[config.mk]
export PLATFORM = sky130hd
export DESIGN_NAME = seq_detect_moore_fsm
export DESIGN_NICKNAME = d
export VERILOG_FILES = /design/src/rtl/seq_detect_pkg.sv /design/src/rtl/sat_counter.sv /design/src/rtl/seq_detect_moore_fsm.sv
export SDC_FILE = /design/constraint.sdc
export NUM_CORES = 1
export LEC_CHECK = 0
export ABC_AREA = 1
export BUFFER_PORTS_ARGS = -buffer_cell sky130_fd_sc_hd__buf_2
export CAP_MARGIN = 30
export CORE_AREA = 2 2 39 41
export CTS_BUF_LIST = sky130_fd_sc_hd__clkbuf_16
export DETAILED_ROUTE_END_ITERATION = 8
export DIE_AREA = 0 0 41 43
export PLACE_DENSITY_LB_ADDON = 0.15
export SLEW_MARGIN = 40
export SYNTH_ARGS = -nofsm -noshare
export SYNTH_HDL_FRONTEND = slang
export SYNTH_HIERARCHICAL = 1
export SYNTH_SLANG_ARGS = --single-unit
[constraint.sdc]
create_clock -name i_clk -period 1.7 [get_ports i_clk]
set_input_delay 0.085 -clock i_clk [delete_from_list [all_inputs] [get_ports i_clk]]
set_output_delay 0.085 -clock i_clk [all_outputs]
set_load 0.01 [all_outputs]
[src/rtl/seq_detect_pkg.sv]
// Shared definitions for the 1011 serial-marker detector: state encoding,
// pattern constant and small decode helpers.
package seq_detect_pkg;

    localparam int STATE_W = 3;
    localparam logic [3:0] PATTERN = 4'b1011;

    // Each state names how much of PATTERN (MSB first) has been matched.
    typedef enum logic [STATE_W-1:0] {
        S0 = 3'd0,
        S1 = 3'd1,
        S2 = 3'd2,
        S3 = 3'd3,
        S4 = 3'd4
    } state_t;

    function automatic logic is_detect(input state_t s);
        return (s == S4);
    endfunction

endpackage

[src/rtl/sat_counter.sv]
// Saturating up-counter with synchronous clear; clear wins over increment.
module sat_counter #(
    parameter int W = 8
) (
    input  logic         clk,
    input  logic         clr,
    input  logic         inc,
    output logic [W-1:0] cnt
);

    logic [W-1:0] cnt_q;

    always_ff @(posedge clk) begin
        if (clr) begin
            cnt_q <= '0;
        end else if (inc && (cnt_q != {W{1'b1}})) begin
            cnt_q <= cnt_q + W'(1);
        end
    end

    assign cnt = cnt_q;

endmodule

[src/rtl/seq_detect_moore_fsm.sv]
// Moore detector for the serial pattern 1011 with a saturating count of
// detections; o_state mirrors the state register for debug visibility.
module seq_detect_moore_fsm
    import seq_detect_pkg::*;
#(
    parameter int OVERLAP = 1,
    parameter int CNT_W   = 8
) (
    input  logic               i_clk,
    input  logic               i_rst,
    input  logic               i_seq,
    output logic               o_out,
    output logic [CNT_W-1:0]   o_cnt,
    output logic [STATE_W-1:0] o_state
);

    state_t state_q;
    state_t state_d;

    always_ff @(posedge i_clk) begin
        if (i_rst) begin
            state_q <= S0;
        end else begin
            state_q <= state_d;
        end
    end

    // On a miss, fall back to the longest suffix that is still a prefix.
    always_comb begin
        state_d = S0;
        case (state_q)
            S0: state_d = i_seq ? S1 : S0;
            S1: state_d = i_seq ? S1 : S2;
            S2: state_d = i_seq ? S3 : S0;
            S3: state_d = i_seq ? S4 : S2;
            S4: begin
                if (i_seq) begin
                    state_d = S1;
                end else if (OVERLAP != 0) begin
                    state_d = S2;
                end else begin
                    state_d = S0;
                end
            end
            default: state_d = S0;
        endcase
    end

    assign o_out   = is_detect(state_q);
    assign o_state = state_q;

    // Counting on the entry into S4 keeps o_cnt in step with o_out rising.
    sat_counter #(
        .W(CNT_W)
    ) u_cnt (
        .clk (i_clk),
        .clr (i_rst),
        .inc (is_detect(state_d)),
        .cnt (o_cnt)
    );

endmodule

==> flow_summary.yaml <==
routing:
  drt-total-wl_um: 1280
  top_layer: "met4"
  wl_met3_um: 62
  dr.first_iter.drc_count: 17
  post_drt_wl_per_cell_um: 9.86
  m1WireLength_um: 551
  wl_met2_um: 627
  ant_nets: 0
  drc_errors: 0
  vias: 633
  viasPerCell: 4.87
  dr.pass1.iters: 4
run:
  max_cap_violations: 0
finish:
  diodes: 0
  area_delta_synth_final_pct: 25.4
  multi_input_area_sq_um: 334
  nets: 119
  drive_gt1_frac: 0.254
  layout.cells.non_filler: 130
  fillCellCount: 148
  most-common-layout-cells: "23 x nand2_1, 23 x nor2_1, 14 x buf_2"
  regArea_sq_um: 220
critical_path:
  critPathMaxStageDelay_ns: 0.40
  cp_cell_sequence: "nand2_1 > nor2_1 > buf_4 > nand2_1 > nor2_1 > nand3_1 > nand2_1 > nor2_1"
  crit_family: "simple AND/OR/NAND/NOR gates"
  path_class: "reg -> reg"
  cp.arrival_ns: 1.45
  worstPathRequired_ns: 1.82
  cp_max_fo: 12
  worst_path_max_delay_cell: "dfxtp_1"
  end_kind: "flop"
  start_kind: "flop"
  crit_buf_inv: 1
timing:
  slew_headroom: 0.846
  finClkSkew_ns: 0.00387
  worst_hold_slack_ns: 0.0606
  tns_ns: 0
  hold_viol_final: 0
  period_share: 0.778
  slew_viol_final: 0
  rsz0062_at_grt: "no"
  period_minus_slack_ns: 1.32
  setup_viol: 0
  timing.final.ws_setup_ns: 0.378
  timing.fmax_mhz: 757
  worst_slew_pin_slew_ns: 0.231
placement:
  detailedPlace.worstSlack_ns: 0.380
  post-place-cells: 126
  portBuffers: 14
  place_congestion: 0.787
  hpwl_um: 957
clock_tree:
  cts_tree: "built"
  cts_setup_buffers: 0
  clk_latency_ns: 0.24
  cts_resized: 0
  hold_buffers: 0
  root_buffer: "clkbuf_16"
  clkTransAtPathRegs_ns: 0.04
  cts_sinks: 11
  cts_buffers: 3
  cts.path.max_buffers: 2
  htreeDepth: 1
global_route:
  grt_max_degree: 13
  grt-ovfl-total: 0
  antenna_found_initial: 0
  grt_pass1_vias: 507
  grt_pass1_wl_um: 2010
  grt_usage: 0.177
floorplan:
  rows: 14
  core_area_sq_um: 1380
  start_util: 0.449
  die_h_um: 43
  fp.dieW_um: 41
  die-area_sq_um: 1760
  ios: 15
logic_synthesis:
  ys_warn_count: 6
  yosys_register_bits: 11
  synthCells: 97
  ys_seq_area_frac: 0.354
  synthArstFlopShare: 0
  synth-edff-count: 0
  synth.net_count: 101
  synth_flop_cell: "dfxtp_1"
  syn_area_per_cell_sq_um: 6.41
  yosysUniqueCellTypes: 18
  syn-cell-area_sq_um: 622
status:
  outcome: "complete, no violations"
power_and_ir_drop:
  vdd_ir_drop_max_v: 0.000473
  leakagePower_nw: 0.380
  power.density_nw_per_um2: 905
worst_hold_path:
  min_path_type: "in -> reg"
stage by stage:
step	power (mW)	cell area [sq um]	utilization
floorplan	0.285	622	-
global placement	0.295	701	0.506
detailed placement	0.295	701	0.506
CTS	0.716	779	0.563
global route	0.739	779	0.563
finish	0.706	779	0.563
worst reg2reg max path: cells and delay by family, from the launching register on:
kind / cells / cell delay (ns)
and+or+nand+nor: 7 / 0.63
buffers and inverters: 1 / 0.19
DFF: 1 / 0.40
Yosys cell counts (2+ instances only):
library cell	number	area [sq um]
nand2_1	23	86.3
nor2_1	23	86.3
dfxtp_1	11	220
inv_1	10	37.5
nand3_1	7	35.0
a21oi_1	6	30.0
inv_2	3	11.3
nand2_2	2	12.5
nand3_2	2	20.0
nor2_2	2	12.5
final timing paths:
check	cells after the start	slack [ns]	end	startpoint
hold / removal	2	0.06	o_state[2]$_SDFF_PP0_	i_rst
setup / recovery	8	0.38	u_cnt/cnt[4]$_SDFFE_PP0P_	o_state[0]$_SDFF_PP0_
setup reg to reg	8	0.38	u_cnt/cnt[4]$_SDFFE_PP0P_	o_state[0]$_SDFF_PP0_
hold reg to reg	2	0.47	u_cnt/cnt[6]$_SDFFE_PP0P_	u_cnt/cnt[6]$_SDFFE_PP0P_
metal layers:
layer,track usage,vias to the layer above
met1,0.197,272
li1,-,333
met2,0.275,22
met4,0.120,0
met5,0,-
met3,0.0471,6
cell type report:
cell class / count / area share
multi-input cells: 71 / 0.429
flip-flops and latches: 11 / 0.283
repair buffers: 15 / 0.0995
clock buffers: 3 / 0.0963
inverters: 13 / 0.0626
well taps: 16 / 0.0257
clock inverters: 1 / 0.00482
report_power, final:
part	switching, mW	internal (mW)
sequential	0.00358	0.262
clock	0.107	0.308
combinational	0.0147	0.0103
total	0.126	0.580
state kept, by name (all words and copies together), names as in the netlist:
signal	flops
o_state	3
u_cnt/cnt	8
cells by family after synthesis:
kind of cell | count (synthesis) | synth area share
fa+ha+maj | 1 | 0.0201
simple gates | 62 | 0.449
compound gates | 8 | 0.0684
flops | 11 | 0.354
buf+inv | 15 | 0.109
No activity file was read; power rests on OpenSTA's default activity.
